<file path="src/rtl/rng_stream_arbiter_pkg.sv">
// Shared types and defaults for the random-block stream arbiter.
package rng_pkg;
  localparam int WORD_W_DEF    = 32;
  localparam int NUM_WORDS_DEF = 128;

  typedef enum logic [2:0] {IDLE, TRIG, WAIT, STREAM, DONE} state_e;

  // Index width that stays legal for a single-entry vector.
  function automatic int idx_w(input int n);
    return (n > 1) ? $clog2(n) : 1;
  endfunction
endpackage

</file>
<file path="src/rtl/rng_stream_arbiter_if.sv">
// Requester / generator / stream bundle of the arbiter.
// master = arbiter side, slave = surrounding environment.
interface rng_stream_arbiter_if
  import rng_pkg::*;
#(
  parameter int NUM_REQ = 2,
  parameter int WORD_W  = WORD_W_DEF
);
  logic [NUM_REQ-1:0] req_in;
  logic [NUM_REQ-1:0] grant_out;
  logic               gen_trigger_out;
  logic [WORD_W-1:0]  gen_data_in;
  logic               gen_valid_in;
  logic [WORD_W-1:0]  data_out;
  logic               valid_out;
  logic               last_out;
  logic [NUM_REQ-1:0] done_out;
  logic               error_out;

  modport master (
    input  req_in, gen_data_in, gen_valid_in,
    output grant_out, gen_trigger_out, data_out, valid_out, last_out,
           done_out, error_out
  );
  modport slave (
    output req_in, gen_data_in, gen_valid_in,
    input  grant_out, gen_trigger_out, data_out, valid_out, last_out,
           done_out, error_out
  );
endinterface

</file>
<file path="src/rtl/rng_stream_arbiter_rr_select.sv">
// Combinational round-robin pick: first set request at or after ptr_i.
module rr_select
  import rng_pkg::*;
#(
  parameter int NUM_REQ = 2,
  parameter int PTR_W   = idx_w(NUM_REQ)
)(
  input  logic [NUM_REQ-1:0] req_i,
  input  logic [PTR_W-1:0]   ptr_i,
  output logic [NUM_REQ-1:0] gnt_o
);
  logic [PTR_W-1:0] idx;
  logic             found;

  // Scan requesters starting at the pointer, wrapping around once.
  always_comb begin
    gnt_o = '0;
    found = 1'b0;
    idx   = '0;
    for (int k = 0; k < NUM_REQ; k++) begin
      idx = PTR_W'((int'(ptr_i) + k) % NUM_REQ);
      if (!found && req_i[idx]) begin
        gnt_o[idx] = 1'b1;
        found      = 1'b1;
      end
    end
  end
endmodule

</file>
<file path="src/rtl/rng_stream_arbiter.sv">
// Shares one random-block generator between NUM_REQ requesters and
// forwards each NUM_WORDS-word block to the current owner.
module rng_stream_arbiter
  import rng_pkg::*;
#(
  parameter int NUM_REQ       = 2,
  parameter int WORD_W        = WORD_W_DEF,
  parameter int NUM_WORDS     = NUM_WORDS_DEF,
  parameter int START_TIMEOUT = 4
)(
  input logic                 clk_in,
  input logic                 rst_n_in,
  rng_stream_arbiter_if.master bus
);
  localparam int CNT_W = $clog2(NUM_WORDS) + 1;
  localparam int PTR_W = idx_w(NUM_REQ);
  localparam int TMO_W = $clog2(START_TIMEOUT + 1);
  localparam logic [CNT_W-1:0] LAST_IDX = CNT_W'(NUM_WORDS - 1);

  logic [1:0]         rst_sync_q;
  logic               rst_n;
  state_e             state_q, state_d;
  logic [NUM_REQ-1:0] grant_q, grant_d, rr_gnt;
  logic [PTR_W-1:0]   ptr_q, ptr_d;
  logic [CNT_W-1:0]   cnt_q, cnt_d;
  logic [TMO_W-1:0]   tmo_q, tmo_d;
  logic [WORD_W-1:0]  data_q, data_d, word;
  logic               valid_q, valid_d, last_q, last_d, err_q, err_d, fwd;

  // Assert asynchronously, release only after two clean clk_in edges.
  always_ff @(posedge clk_in or negedge rst_n_in) begin
    if (!rst_n_in) rst_sync_q <= '0;
    else           rst_sync_q <= {rst_sync_q[0], 1'b1};
  end
  assign rst_n = rst_sync_q[1];

  rr_select #(.NUM_REQ(NUM_REQ), .PTR_W(PTR_W)) u_rr (
    .req_i (bus.req_in),
    .ptr_i (ptr_q),
    .gnt_o (rr_gnt)
  );

  // State, ownership, pointer and the registered output stage.
  always_ff @(posedge clk_in or negedge rst_n) begin
    if (!rst_n) begin
      state_q <= IDLE;
      grant_q <= '0;
      ptr_q   <= '0;
      cnt_q   <= '0;
      tmo_q   <= '0;
      data_q  <= '0;
      valid_q <= 1'b0;
      last_q  <= 1'b0;
      err_q   <= 1'b0;
    end else begin
      state_q <= state_d;
      grant_q <= grant_d;
      ptr_q   <= ptr_d;
      cnt_q   <= cnt_d;
      tmo_q   <= tmo_d;
      data_q  <= data_d;
      valid_q <= valid_d;
      last_q  <= last_d;
      err_q   <= err_d;
    end
  end

  // Next-state logic; generator words are only accepted in WAIT/STREAM.
  always_comb begin
    state_d = state_q;
    grant_d = grant_q;
    ptr_d   = ptr_q;
    cnt_d   = cnt_q;
    tmo_d   = tmo_q;
    data_d  = data_q;
    valid_d = 1'b0;
    last_d  = 1'b0;
    err_d   = 1'b0;
    fwd     = 1'b0;
    // First word forced odd, last word forced full width.
    word = bus.gen_data_in;
    if (cnt_q == '0)      word[0]        = 1'b1;
    if (cnt_q == LAST_IDX) word[WORD_W-1] = 1'b1;
    case (state_q)
      IDLE: if (|bus.req_in) begin
        grant_d = rr_gnt;
        cnt_d   = '0;
        state_d = TRIG;
      end
      TRIG: begin
        tmo_d   = '0;
        state_d = WAIT;
      end
      WAIT: begin
        if (bus.gen_valid_in) begin
          fwd     = 1'b1;
          state_d = STREAM;
        end else if (tmo_q == TMO_W'(START_TIMEOUT - 1)) begin
          err_d   = 1'b1;
          grant_d = '0;
          state_d = IDLE;
        end else begin
          tmo_d = tmo_q + 1'b1;
        end
      end
      STREAM: begin
        if (bus.gen_valid_in) begin
          fwd = 1'b1;
        end else begin
          err_d   = 1'b1;
          grant_d = '0;
          state_d = IDLE;
        end
      end
      DONE: begin
        grant_d = '0;
        state_d = IDLE;
        // Priority moves past the requester that just completed.
        for (int k = 0; k < NUM_REQ; k++)
          if (grant_q[k]) ptr_d = PTR_W'((k + 1) % NUM_REQ);
      end
      default: state_d = IDLE;
    endcase
    // Count stops at the last word since the block leaves STREAM there.
    if (fwd) begin
      data_d  = word;
      valid_d = 1'b1;
      cnt_d   = cnt_q + 1'b1;
      if (cnt_q == LAST_IDX) begin
        last_d  = 1'b1;
        state_d = DONE;
      end
    end
  end

  assign bus.grant_out       = grant_q;
  assign bus.gen_trigger_out = (state_q == TRIG);
  assign bus.data_out        = data_q;
  assign bus.valid_out       = valid_q;
  assign bus.last_out        = last_q;
  assign bus.done_out        = (state_q == DONE) ? grant_q : '0;
  assign bus.error_out       = err_q;
endmodule

</file>
<file path="src/flat_wrapper.sv">
// flat-port wrapper written by rule: the top's interface ports become plain ports
module rng_stream_arbiter_flat import rng_pkg::*;
#(
  parameter int NUM_REQ       = 2,
  parameter int WORD_W        = WORD_W_DEF,
  parameter int NUM_WORDS     = NUM_WORDS_DEF,
  parameter int START_TIMEOUT = 4
)
  (clk_in, rst_n_in, bus_req_in, bus_gen_data_in, bus_gen_valid_in, bus_grant_out, bus_gen_trigger_out, bus_data_out, bus_valid_out, bus_last_out, bus_done_out, bus_error_out);
  rng_stream_arbiter_if #(.NUM_REQ(NUM_REQ), .WORD_W(WORD_W)) bus_i ();
  input logic clk_in;
  input logic rst_n_in;
  input wire logic [$bits(bus_i.req_in)-1:0] bus_req_in;
  input wire logic [$bits(bus_i.gen_data_in)-1:0] bus_gen_data_in;
  input wire logic [$bits(bus_i.gen_valid_in)-1:0] bus_gen_valid_in;
  output wire logic [$bits(bus_i.grant_out)-1:0] bus_grant_out;
  output wire logic [$bits(bus_i.gen_trigger_out)-1:0] bus_gen_trigger_out;
  output wire logic [$bits(bus_i.data_out)-1:0] bus_data_out;
  output wire logic [$bits(bus_i.valid_out)-1:0] bus_valid_out;
  output wire logic [$bits(bus_i.last_out)-1:0] bus_last_out;
  output wire logic [$bits(bus_i.done_out)-1:0] bus_done_out;
  output wire logic [$bits(bus_i.error_out)-1:0] bus_error_out;
  assign bus_i.req_in = bus_req_in;
  assign bus_i.gen_data_in = bus_gen_data_in;
  assign bus_i.gen_valid_in = bus_gen_valid_in;
  assign bus_grant_out = bus_i.grant_out;
  assign bus_gen_trigger_out = bus_i.gen_trigger_out;
  assign bus_data_out = bus_i.data_out;
  assign bus_valid_out = bus_i.valid_out;
  assign bus_last_out = bus_i.last_out;
  assign bus_done_out = bus_i.done_out;
  assign bus_error_out = bus_i.error_out;
  rng_stream_arbiter #(.NUM_REQ(NUM_REQ), .WORD_W(WORD_W), .NUM_WORDS(NUM_WORDS), .START_TIMEOUT(START_TIMEOUT)) u_core (.clk_in(clk_in), .rst_n_in(rst_n_in), .bus(bus_i));
endmodule
</file>
<file path="config.mk">
export PLATFORM = sky130hd
export DESIGN_NAME = rng_stream_arbiter_flat
export DESIGN_NICKNAME = d
export VERILOG_FILES = /design/src/rtl/rng_stream_arbiter_pkg.sv /design/src/rtl/rng_stream_arbiter_if.sv /design/src/rtl/rng_stream_arbiter_rr_select.sv /design/src/rtl/rng_stream_arbiter.sv /design/src/flat_wrapper.sv
export SDC_FILE = /design/constraint.sdc
export NUM_CORES = 1
export LEC_CHECK = 0
export BUFFER_PORTS_ARGS = -buffer_cell sky130_fd_sc_hd__buf_2
export CAP_MARGIN = 10
export CORE_ASPECT_RATIO = 1.75
export CORE_MARGIN = 1.5
export CORE_UTILIZATION = 49
export CTS_CLUSTER_SIZE = 24
export DETAILED_ROUTE_END_ITERATION = 8
export PLACE_DENSITY = 0.78
export SYNTH_ARGS = -nofsm -noshare
export SYNTH_HDL_FRONTEND = slang
export SYNTH_HIERARCHICAL = 1
export SYNTH_SLANG_ARGS = --single-unit
</file>
<file path="constraint.sdc">
create_clock -name clk_in -period 2.1 [get_ports clk_in]
set_input_delay 0.21 -clock clk_in [delete_from_list [all_inputs] [get_ports clk_in]]
set_output_delay 0.21 -clock clk_in [all_outputs]
set_load 0.02 [all_outputs]
</file>
---- After elaboration in Yosys (flattened, before gate mapping) ----
Index checks and enable logic that the tools add are counted.
cells by class
  multiplexer cells ....................... 43
  add/sub/neg operators ................... 3
  magnitude comparators ................... 4
  equal/unequal tests ..................... 11
  bitwise gates (word level) .............. 1
  reduce and logical (&&, ||, !) cells .... 17
operators by type and width
  cell                 count
  $mux 3               8
  $mux 8               3
  $mux 1               19
  $mux 2               7
  $pmux 3 s4           1
  $eq 3x2->1 const B   3
  $add 8x1->8 const B  1
  $eq 8x7->1 const B   1
  $logic_not 8->1      1
  $pmux 2 s4           1
  $reduce_bool 2->1    4
  $ne 2x2->1 const B   3
  $pmux 3 s2           1
  $reduce_and 5->1     1
  $lt 1x2->1 const B   2
  $ne 2x1->1 const B   2
  $reduce_and 2->1     2
  $reduce_bool 4->1    1
  $reduce_or 2->1      2
  $add 3x1->3 const B  1
  $eq 3x1->1 const B   1
  $eq 3x3->1 const B   1
  $logic_and 1x1->1    3
  $logic_not 3->1      1
  7 further kinds      9
word-level totals
  flip-flop bits (word level) ............. 54
  output and inout bits ................... 40
  bits of input ports ..................... 37
  word-level logic and storage cells ...... 89

---- Depth between registers and ports, before layout ----
Gate-level depths: netlist of run 1.
  depth after elaboration ................. 9
  mapped depth ............................ 6
  gate-level depth less buffers ........... 6

---- Cells and area by module ----
Netlist of run 1, hierarchy kept.
by module, submodules not included
  module              times used  area each (sq um)  cells each  sequential area each (sq um)
  rng_stream_arbiter  1           2,224.6            235         1,351.3
  rr_select           1           18.8               3           0.0

---- Worst setup path before layout of run 1 ----
No wires, ideal clock.
  path type ............................... flip-flop to flip-flop
  from .................................... register u_core.tmo_q[0]
  to ...................................... register u_core.tmo_q[0]
  library setup time ...................... 0.121 ns
  period minus slack after synthesis ...... 1.600 ns
  data required time ...................... 1.979 ns
  data arrival time ....................... 1.479 ns
  setup slack ............................. 0.500 ns
  path buffers ............................ 0
  stages on the path, launching flop included .. 7
  cells stage by stage .................... dfrtp_1 -> ha_1 -> ha_1 -> nor2_1 -> a21oi_1 -> or2_2 -> a22o_1
between the ends
  longest elaborated chain between the ends .. 4
  elaborated cells on any way between the ends .. 7
  classes of those cells .................. add/sub: 1; eq/ne: 2; mux: 3; reduce/logical: 1
RTL lines
  element                 line                       text
  start, declared         rng_stream_arbiter.sv:26   logic [TMO_W-1:0] tmo_q, tmo_d;
  start signal, assigned  rng_stream_arbiter.sv:60   tmo_q <= tmo_d;
  $add 3x1->3             rng_stream_arbiter.sv:103  tmo_d = tmo_q + 1'b1;
  $mux 3                  rng_stream_arbiter.sv:98   end else if (tmo_q == TMO_W'(START_TIMEOUT - 1)) begin
  $mux 3                  rng_stream_arbiter.sv:95   if (bus.gen_valid_in) begin
  $pmux 3 s2              rng_stream_arbiter.sv:84   case (state_q)
Parallel ways exist; a longest one is shown, timed or not. The select of a mux whose other input is x is not followed.
A chain may end at the register's enable or synchronous reset.

---- Worst setup path in the final report of run 1 ----
  from .................................... register u_core.tmo_q[0]
  to ...................................... register u_core.tmo_q[1]
Same word-level chain as after synthesis.

==> results.json, run 1 <==
{
  "async_flop_share_pct": 100,
  "ys.flop_type": "dfrtp_1",
  "hp-class": "primary input to flip-flop",
  "syn_inst": 238,
  "pin_count": 77,
  "cts_made_buffers": 5,
  "netlist_area_um2": 2240,
  "cts_num_sinks": 54,
  "yosys.area_share.simple_pct": 25.6,
  "drive_gt1_share_pct": 29.6,
  "drtIter0Drc": 56,
  "tns_ns": 0,
  "gp_congestion": 0.844,
  "grt_pass1_vias": 1886,
  "diodes": 0,
  "skew_ns": 0.00355,
  "rsz0062_at_grt": "false",
  "yosysTopAreaCell": "dfrtp_1",
  "dp_slack_ns": 0.395,
  "slowest_delay_ns": 0.42,
  "synth_xor_area_share_pct": 0.781,
  "synth_mux_area_share_pct": 0,
  "final_nets": 358,
  "dp_hpwl_um": 3570,
  "cp-end-kind": "flip-flop",
  "first_pass_iters": 5,
  "fillCellCount": 413,
  "hold_path_depth": 3,
  "r2r_slack_ns": 0.36,
  "synth-seq-cells": 54,
  "grt_pass1_wl_um": 8160,
  "crit_required_ns": 2.31,
  "die_w_um": 54.2,
  "dieArea_um2": 5010,
  "cap_viol_max_count": 0,
  "drc": 0,
  "syn2layout_area_growth_pct": 24.1,
  "ir_worst_vdd_v": 0.000887,
  "wl_per_cell_um": 13.1,
  "synth_edf_count": 0,
  "path_class": "flip-flop to flip-flop",
  "core_region_area_um2": 4400,
  "synth_cell_types": 32,
  "crit_arrival_ns": 1.94,
  "postCtsSetupRepairBufs": 0,
  "rows": 32,
  "synthAdderAreaFrac_pct": 2.23,
  "worst_pin_slew_ns": 0.588,
  "ant_nets": 0,
  "crit_top_cell": "ha_1",
  "grt-ovfl-total": 0,
  "vias_per_cell": 5.11,
  "yosysMostFrequentCell": "nand2_1",
  "syn_nets": 279,
  "yosys_warnings": 6,
  "cts.root.buffer_cell": "clkbuf_8",
  "worst_slack_ns": 0.364,
  "slew_viol_final": 0,
  "finalWirelength_um": 4850,
  "grtUsageTotal_pct": 22.2,
  "critPathSlowestCell": "dfrtp_1",
  "synth_top_family_by_area": "simple AND/OR/NAND/NOR gates",
  "fin_crit_sh_pct": 82.7,
  "port_buffers": 76,
  "die_h_um": 92.5,
  "powerDensity_nw_per_um2": 1310,
  "ys_seq_area_share_pct": 60.2,
  "htreeDepth": 2,
  "synth-compound-area-share_pct": 8.31,
  "setup_violations": 0,
  "slew_headroom_pct": 60.8,
  "synth_top_cell_area_share_pct": 60.2,
  "cts_tree": "yes",
  "antenna_found_initial": 0,
  "num_vias": 1884,
  "cts_max_path_buffers": 2,
  "period_needed_ns": 1.74,
  "p_leak_nw": 1.54,
  "ys_top_cells_by_area": "dfrtp_1 (60%), nand2_1 (17%), o21ai_0 (2.5%)",
  "critPathLaunchType": "flip-flop",
  "worstPathCellList": "ha_1 > ha_1 > nor2_1 > a21oi_1 > or2_2 > a22o_1",
  "insertion_delay_ns": 0.31,
  "synth_area_per_cell_um2": 9.43,
  "fmax_ghz": 0.576,
  "path_max_fanout": 4,
  "synthTopCellsByCount": "nand2_1 (99), dfrtp_1 (54), o21ai_0 (11)",
  "status": "completed",
  "r2r_cells": 6,
  "clk_pin_slew_ns": 0.10,
  "start_util_pct": 50.9,
  "hold_viol_final": 0,
  "grt_max_degree": 35
}
-- registers in the layout, indices dropped and copies added (netlist names) --
| name | flops |
|---|---|
| u_core/bus.last_out | 1 |
| u_core/ptr_q | 1 |
| u_core/tmo_q | 3 |
| u_core/state_q | 3 |
| u_core/bus.error_out | 1 |
| u_core/bus.data_out | 32 |
| u_core/cnt_q | 8 |
| u_core/bus.valid_out | 1 |
| u_core/rst_sync_q | 2 |
| u_core/bus.grant_out | 2 |
-- worst max-delay path, delay by kind of cell (launching register included) --
family          cells  cell delay, ns
compound gates      2            0.32
fa+ha+maj           2            0.41
flops               1            0.42
simple gates        2            0.48
-- per-stage QoR --
stage	hold slack (ns)	power, mW	instance area [um^2]	std cells	util (%)
detailed placement	-0.00318	3.08	2690	360	61.0
global route	0.0733	3.91	2790	369	63.2
finish	0.0781	3.64	2790	369	63.2
floorplan	-0.0856	2.58	2240	238	-
CTS	0.0752	3.67	2790	369	63.2
global placement	-0.00632	3.04	2690	360	61.0
-- layout make-up --
type                    instances  area [um^2]  share of cell area, %
well taps                      51         63.8                   2.29
clock buffers                   6         72.6                   2.61
repair buffers                 82          428                   15.4
multi-input cells             169          832                   29.9
inverters                       5         18.8                  0.674
flip-flops and latches         54         1350                   48.6
clock inverters                 2         17.5                  0.629
-- where the power goes --
group | internal, mW | leakage (nW) | switching (mW) | total, mW
Combinational | 0.504 | 0.817 | 0.892 | 1.40
Sequential | 1.39 | 0.678 | 0.270 | 1.66
Clock | 0.242 | 0.0458 | 0.346 | 0.588
-- path summary, 6_finish.rpt --
path | startpoint | end
worst max-delay path | u_core/tmo_q[0]$_DFFE_PN0P_ | u_core/tmo_q[1]$_DFFE_PN0P_
worst min-delay path | bus_gen_data_in[7] | u_core/bus.data_out[7]$_DFFE_PN0P_
worst max register to register | u_core/tmo_q[0]$_DFFE_PN0P_ | u_core/tmo_q[1]$_DFFE_PN0P_
worst min register to register | u_core/rst_sync_q[1]$_DFF_PN0_ | u_core/bus.grant_out[1]$_DFFE_PN0P_
max in group asynchronous | u_core/rst_sync_q[1]$_DFF_PN0_ | u_core/bus.data_out[4]$_DFFE_PN0P_
min in group asynchronous | rst_n_in | u_core/rst_sync_q[1]$_DFF_PN0_
-- repair_timing --
action / 4_1_cts / 5_1_grt
hold buffers: 1 / 0
hold endpoints to repair: 2 / 0
resized for setup: 0 / 0
-- cells in the final DEF (no fill, tap or decap), types with 2 or more instances in the layout --
master | netlist | final
a22o_1 | 5 | 5
nor3b_1 | 2 | 2
clkbuf_8 | 0 | 5
nor4_1 | 2 | 2
inv_1 | 4 | 4
o21ai_0 | 11 | 11
a21oi_1 | 7 | 7
buf_2 | 3 | 76
nand3_1 | 8 | 8
dfrtp_1 | 54 | 53
nor4b_1 | 2 | 2
nor2_1 | 8 | 8
nand2_1 | 99 | 99
ha_1 | 4 | 4
xor2_1 | 2 | 2
buf_4 | 0 | 5
and3_1 | 4 | 4
-- layer usage --
layer	up-vias	share of wire (%)	track usage [%]
li1	937	-	-
met1	886	40	26.5
met2	53	54	36.8
met3	8	4.5	5.00
met4	0	1.6	9.38
met5	-	0	0
-- kinds of logic after synthesis --
kind of cell / after synthesis
and+or+nand+nor: 133
DFF: 54
AOI/OAI and AO/OA: 29
buffers and inverters: 15
adders and majority gates: 4
xor gates and xnor gates: 2
other: 1
No activity file was read; power rests on OpenSTA's default activity.
==> inputs of run 2 (changes only) <==
--- a/config.mk
+++ b/config.mk
@@ -5,14 +5,15 @@
 export SDC_FILE = /design/constraint.sdc
 export NUM_CORES = 1
 export LEC_CHECK = 0
+export ABC_AREA = 1
 export BUFFER_PORTS_ARGS = -buffer_cell sky130_fd_sc_hd__buf_2
 export CAP_MARGIN = 10
 export CORE_ASPECT_RATIO = 1.75
 export CORE_MARGIN = 1.5
-export CORE_UTILIZATION = 49
+export CORE_UTILIZATION = 45
 export CTS_CLUSTER_SIZE = 24
 export DETAILED_ROUTE_END_ITERATION = 8
-export PLACE_DENSITY = 0.78
+export PLACE_DENSITY = 0.75
 export SYNTH_ARGS = -nofsm -noshare
 export SYNTH_HDL_FRONTEND = slang
 export SYNTH_HIERARCHICAL = 1
==> constraint.sdc (replaced) <==
create_clock -name clk_in -period 1.4 [get_ports clk_in]
set_input_delay 0.14 -clock clk_in [delete_from_list [all_inputs] [get_ports clk_in]]
set_output_delay 0.14 -clock clk_in [all_outputs]
set_load 0.02 [all_outputs]
==> results.json, run 2 <==
{
  "setup_violations": 2,
  "cts_made_buffers": 5,
  "ys_seq_area_share_pct": 56.7,
  "fmax_ghz": 0.708,
  "period_needed_ns": 1.41,
  "cts_tree": "yes",
  "drive_gt1_share_pct": 33.4,
  "path_class": "flip-flop to output port",
  "final_cell_mix": "nand2_1 (109), buf_2 (74), dfrtp_1 (53)",
  "cts_max_path_buffers": 2,
  "syn_inst": 274,
  "worst_slack_ns": -0.0134,
  "fin_cells": 413,
  "synth_edf_count": 0,
  "crit_arrival_ns": 1.27,
  "netlist_area_um2": 2380,
  "cp-end-kind": "output port",
  "powerDensity_nw_per_um2": 2030,
  "start_util_pct": 47.5,
  "fin_area_um2": 3060,
  "grt_pass1_vias": 1961,
  "ys.flop_type": "dfrtp_1",
  "hold-worst-slack_ns": 0.0178,
  "slew_viol_final": 0,
  "diodes": 0,
  "hp-class": "primary input to flip-flop",
  "yosysMostFrequentCell": "nand2_1",
  "crit_required_ns": 1.26,
  "yosys_warnings": 6,
  "place_area_um2": 2830,
  "path_max_fanout": 3,
  "dp_hpwl_um": 3620,
  "drc": 0,
  "rows": 34,
  "die_w_um": 58.0,
  "drtIter0Drc": 42,
  "rsz0062_at_grt": "true",
  "p_leak_nw": 1.70,
  "die_h_um": 99.3,
  "cts.root.buffer_cell": "clkbuf_8",
  "synthTopCellsByCount": "nand2_1 (111), dfrtp_1 (54), inv_1 (27)",
  "async_flop_share_pct": 100,
  "synth_cell_types": 26,
  "yosysTopAreaCell": "dfrtp_1",
  "grtUsageTotal_pct": 18.5,
  "pin_count": 77,
  "ys_top_cells_by_area": "dfrtp_1 (57%), nand2_1 (17%), inv_1 (4.3%)",
  "grt_pass1_wl_um": 8230,
  "synth_top_cell_area_share_pct": 56.7,
  "dieArea_um2": 5760,
  "cap_viol_max_count": 0,
  "grt_max_degree": 53,
  "grt-ovfl-total": 0,
  "clk_pin_slew_ns": 0.10,
  "wl_per_cell_um": 12.5,
  "synth_area_per_cell_um2": 8.70,
  "core_region_area_um2": 5020,
  "antenna_found_initial": 0,
  "synth-seq-cells": 54,
  "syn2layout_area_growth_pct": 28.3,
  "insertion_delay_ns": 0.31,
  "final_nets": 399,
  "ant_nets": 0,
  "critPathLaunchType": "flip-flop",
  "first_pass_iters": 6,
  "final_common_cell": "nand2_1",
  "num_vias": 2006,
  "skew_ns": 0.00868,
  "finalWirelength_um": 5150,
  "violations": "setup timing",
  "status": "complete, but fails checks",
  "tns_ns": -0.0244,
  "gp_congestion": 0.826,
  "ir_worst_vdd_v": 0.000981,
  "htreeDepth": 2,
  "syn_nets": 315,
  "dp.cells": 401,
  "fin_crit_sh_pct": 101,
  "vias_per_cell": 4.86,
  "r2r_slack_ns": 0.03,
  "hold_viol_final": 0,
  "cts_num_sinks": 54,
  "largest_reg_flops": 32,
  "port_buffers": 76
}
## run 2: cell types whose count changed after synthesis, moves of 5 or more
cell	delta
nand3_1	+7
clkbuf_1	-7
a22o_1	-5
nand2_1	+12
inv_1	+23
a21oi_1	-6
nor2_1	+10
## run 2: logic make-up (layout without fill, tap and decap cells)
group / Yosys count / after routing / share of synthesized area, %
xor+xnor: 2 / 2 / 0.735
buf+inv: 38 / 123 / 7.87
flops: 54 / 54 / 56.7
simple gates: 154 / 154 / 26.8
compound gates: 20 / 20 / 5.20
other cells: 1 / 1 / 0.157
fa+ha+maj: 4 / 4 / 2.10
mux: 1 / 1 / 0.420
## run 2: power by group
part	total, mW	internal [mW]	switching (mW)	leakage (nW)
registers	2.46	2.13	0.326	0.679
clock network	1.05	0.537	0.516	0.0585
logic	2.71	0.962	1.75	0.967
## run 2: layer usage
metal	part of all wire, %	track usage (%)	routed length, um
met5	0	0	0
met4	2.7	8.59	139
met3	3.4	3.64	176
met2	55	34.6	2830
met1	39	18.9	2000
## run 2: critical path, cell delays in order, from the launching register on
cell,delay [ns]
dfrtp_1,0.43
nor2_2,0.18
nand2_2,0.13
nor2_4,0.11
buf_6,0.12
## run 2: final cells by class
cell class,instances,area (um^2)
sequential,54,1350
inverter,30,118
fill,452,1960
clock inverter,3,43.8
tap,54,67.6
multi-input combinational,182,907
clock buffer,5,68.8
timing repair buffer,85,500
## run 2: worst paths after layout
path | end | cells after the start | start
max in group asynchronous | u_core/bus.data_out[4]$_DFFE_PN0P_ | 1 | u_core/rst_sync_q[1]$_DFF_PN0_
worst max register to register | u_core/tmo_q[0]$_DFFE_PN0P_ | 6 | u_core/tmo_q[0]$_DFFE_PN0P_
worst min register to register | u_core/bus.grant_out[0]$_DFFE_PN0P_ | 1 | u_core/rst_sync_q[1]$_DFF_PN0_
min in group asynchronous | u_core/rst_sync_q[1]$_DFF_PN0_ | 2 | rst_n_in
worst min-delay path | u_core/bus.data_out[17]$_DFFE_PN0P_ | 3 | bus_gen_data_in[17]
worst max-delay path | bus_done_out[0] | 4 | u_core/state_q[0]$_DFF_PN0_
## run 2: metrics by stage
| step | setup WS, ns | total power [mW] | util [%] |
|---|---|---|---|
| 6_report | -0.0134 | 6.22 | 60.9 |
| 3_5_place_dp | 0.00271 | 5.04 | 56.4 |
| 3_3_place_gp | 0.0719 | 4.95 | 56.4 |
| 4_1_cts | -0.00929 | 6.16 | 59.6 |
| 2_1_floorplan | 0.0881 | 4.20 | - |
| 5_1_grt | -0.0977 | 6.65 | 60.9 |
## run 2: repair_timing
item | 4_1_cts | 5_1_grt
setup buffers | 2 | 1
hold buffers | 1 | 0
pin swaps | 5 | 7
resized for setup | 9 | 17
setup endpoints to repair | 5 | 19
endpoints found under the hold margin | 2 | 0
==> inputs of run 3 (changes only) <==
--- a/config.mk
+++ b/config.mk
@@ -13,7 +13,7 @@
 export CORE_UTILIZATION = 45
 export CTS_CLUSTER_SIZE = 24
 export DETAILED_ROUTE_END_ITERATION = 8
-export PLACE_DENSITY = 0.75
+export PLACE_DENSITY = 0.83
 export SYNTH_ARGS = -nofsm -noshare
 export SYNTH_HDL_FRONTEND = slang
 export SYNTH_HIERARCHICAL = 1
==> results.json, run 3 (same netlist as run 2, synthesis figures left out) <==
{
  "pin_count": 77,
  "largest_reg_flops": 32,
  "path_class": "flip-flop to output port",
  "period_needed_ns": 1.38,
  "powerDensity_nw_per_um2": 2070,
  "ant_nets": 0,
  "status": "completed",
  "crit_required_ns": 1.26,
  "rsz0062_at_grt": "true",
  "num_vias": 2035,
  "cts_tree": "yes",
  "dp_hpwl_um": 3590,
  "htreeDepth": 2,
  "finalWirelength_um": 5020,
  "grt_pass1_wl_um": 8030,
  "critPathLaunchType": "flip-flop",
  "cts_max_path_buffers": 2,
  "drc": 0,
  "ir_worst_vdd_v": 0.00107,
  "hold_viol_final": 0,
  "slew_viol_final": 0,
  "die_h_um": 99.3,
  "final_cell_mix": "nand2_1 (110), buf_2 (74), dfrtp_1 (51)",
  "cts_num_sinks": 54,
  "drtIter0Drc": 56,
  "gp_congestion": 0.784,
  "crit_arrival_ns": 1.24,
  "drive_gt1_share_pct": 33.8,
  "p_leak_nw": 1.74,
  "fmax_ghz": 0.725,
  "insertion_delay_ns": 0.30,
  "power_mw": 6.39,
  "start_util_pct": 47.5,
  "path_max_fanout": 4,
  "grt-ovfl-total": 0,
  "clk_pin_slew_ns": 0.09,
  "cp-end-kind": "output port",
  "vias_per_cell": 4.87,
  "hold-worst-slack_ns": 0.0296,
  "skew_ns": 0.00376,
  "cap_viol_max_count": 0,
  "worst_slack_ns": 0.0210,
  "port_buffers": 76,
  "cts.root.buffer_cell": "clkbuf_8",
  "final_nets": 404,
  "dp.cells": 402,
  "grt_pass1_vias": 1981,
  "hp-class": "primary input to flip-flop",
  "final_common_cell": "nand2_1",
  "dp_slack_ns": -0.0193,
  "core_region_area_um2": 5020,
  "wl_per_cell_um": 12.0,
  "rows": 34,
  "antenna_found_initial": 0,
  "fin_crit_sh_pct": 98.5,
  "die_w_um": 58.0,
  "syn2layout_area_growth_pct": 29.3,
  "cts_made_buffers": 5,
  "dieArea_um2": 5760,
  "diodes": 0,
  "fin_cells": 418,
  "setup_violations": 0,
  "grt_max_degree": 41,
  "grtUsageTotal_pct": 17.8,
  "first_pass_iters": 6
}
==> run 3: where the power goes <==
part | total, mW | internal [mW] | leakage [nW] | switching [mW]
clock network | 1.23 | 0.762 | 0.0714 | 0.472
registers | 2.49 | 2.14 | 0.677 | 0.351
logic | 2.67 | 0.962 | 0.987 | 1.71
==> run 3: path summary, 6_finish.rpt <==
| check | start | end | slack, ns | cells after the start |
|---|---|---|---|---|
| setup / recovery | u_core/state_q[1]$_DFF_PN0_ | bus_done_out[1] | 0.02 | 4 |
| hold reg to reg | u_core/rst_sync_q[1]$_DFF_PN0_ | u_core/bus.data_out[0]$_DFFE_PN0P_ | 0.16 | 0 |
| max in group asynchronous | u_core/rst_sync_q[1]$_DFF_PN0_ | u_core/state_q[1]$_DFF_PN0_ | 0.72 | 1 |
| setup reg to reg | u_core/tmo_q[0]$_DFFE_PN0P_ | u_core/tmo_q[0]$_DFFE_PN0P_ | 0.02 | 6 |
| hold / removal | bus_gen_data_in[20] | u_core/bus.data_out[20]$_DFFE_PN0P_ | 0.03 | 3 |
| min in group asynchronous | rst_n_in | u_core/rst_sync_q[1]$_DFF_PN0_ | 0.14 | 2 |
==> run 3: metal layers <==
metal / share of wire (%) / global-route usage [%] / wire length [um] / vias up
met2: 55 / 32.7 / 2770 / 54
li1: - / - / - / 1018
met3: 4.0 / 3.64 / 200 / 9
met5: 0 / 0 / 0 / -
met4: 2.0 / 8.41 / 100 / 0
met1: 39 / 18.8 / 1950 / 954
==> run 3: cell type report <==
| cell class | instances | area [um^2] |
|---|---|---|
| multi-input combinational | 182 | 882 |
| inverter | 30 | 113 |
| tap | 54 | 67.6 |
| timing repair buffer | 90 | 522 |
| sequential | 54 | 1360 |
| clock buffer | 6 | 82.6 |
| fill | 455 | 1940 |
| clock inverter | 2 | 60.1 |
==> run 3: through the flow <==
step | instance area (um^2) | util [%] | setup TNS (ns)
2_1_floorplan | 2380 | - | 0
3_3_place_gp | 2820 | 56.1 | 0
3_5_place_dp | 2820 | 56.1 | -0.0204
4_1_cts | 3020 | 60.1 | 0
5_1_grt | 3080 | 61.4 | -0.259
6_report | 3080 | 61.4 | 0
==> run 3: critical path: stages (launching register included) <==
cell	delay, ns
dfrtp_2	0.46
nor2_4	0.12
nand2_2	0.08
nor2_1	0.12
buf_4	0.15
==> run 3: what timing repair did <==
item,4_1_cts,5_1_grt
hold buffers,1,0
cloned,0,0
setup buffers,3,4
resized for setup,10,12
setup endpoints to repair,6,12
hold endpoints to repair,2,0
pin swaps,2,3
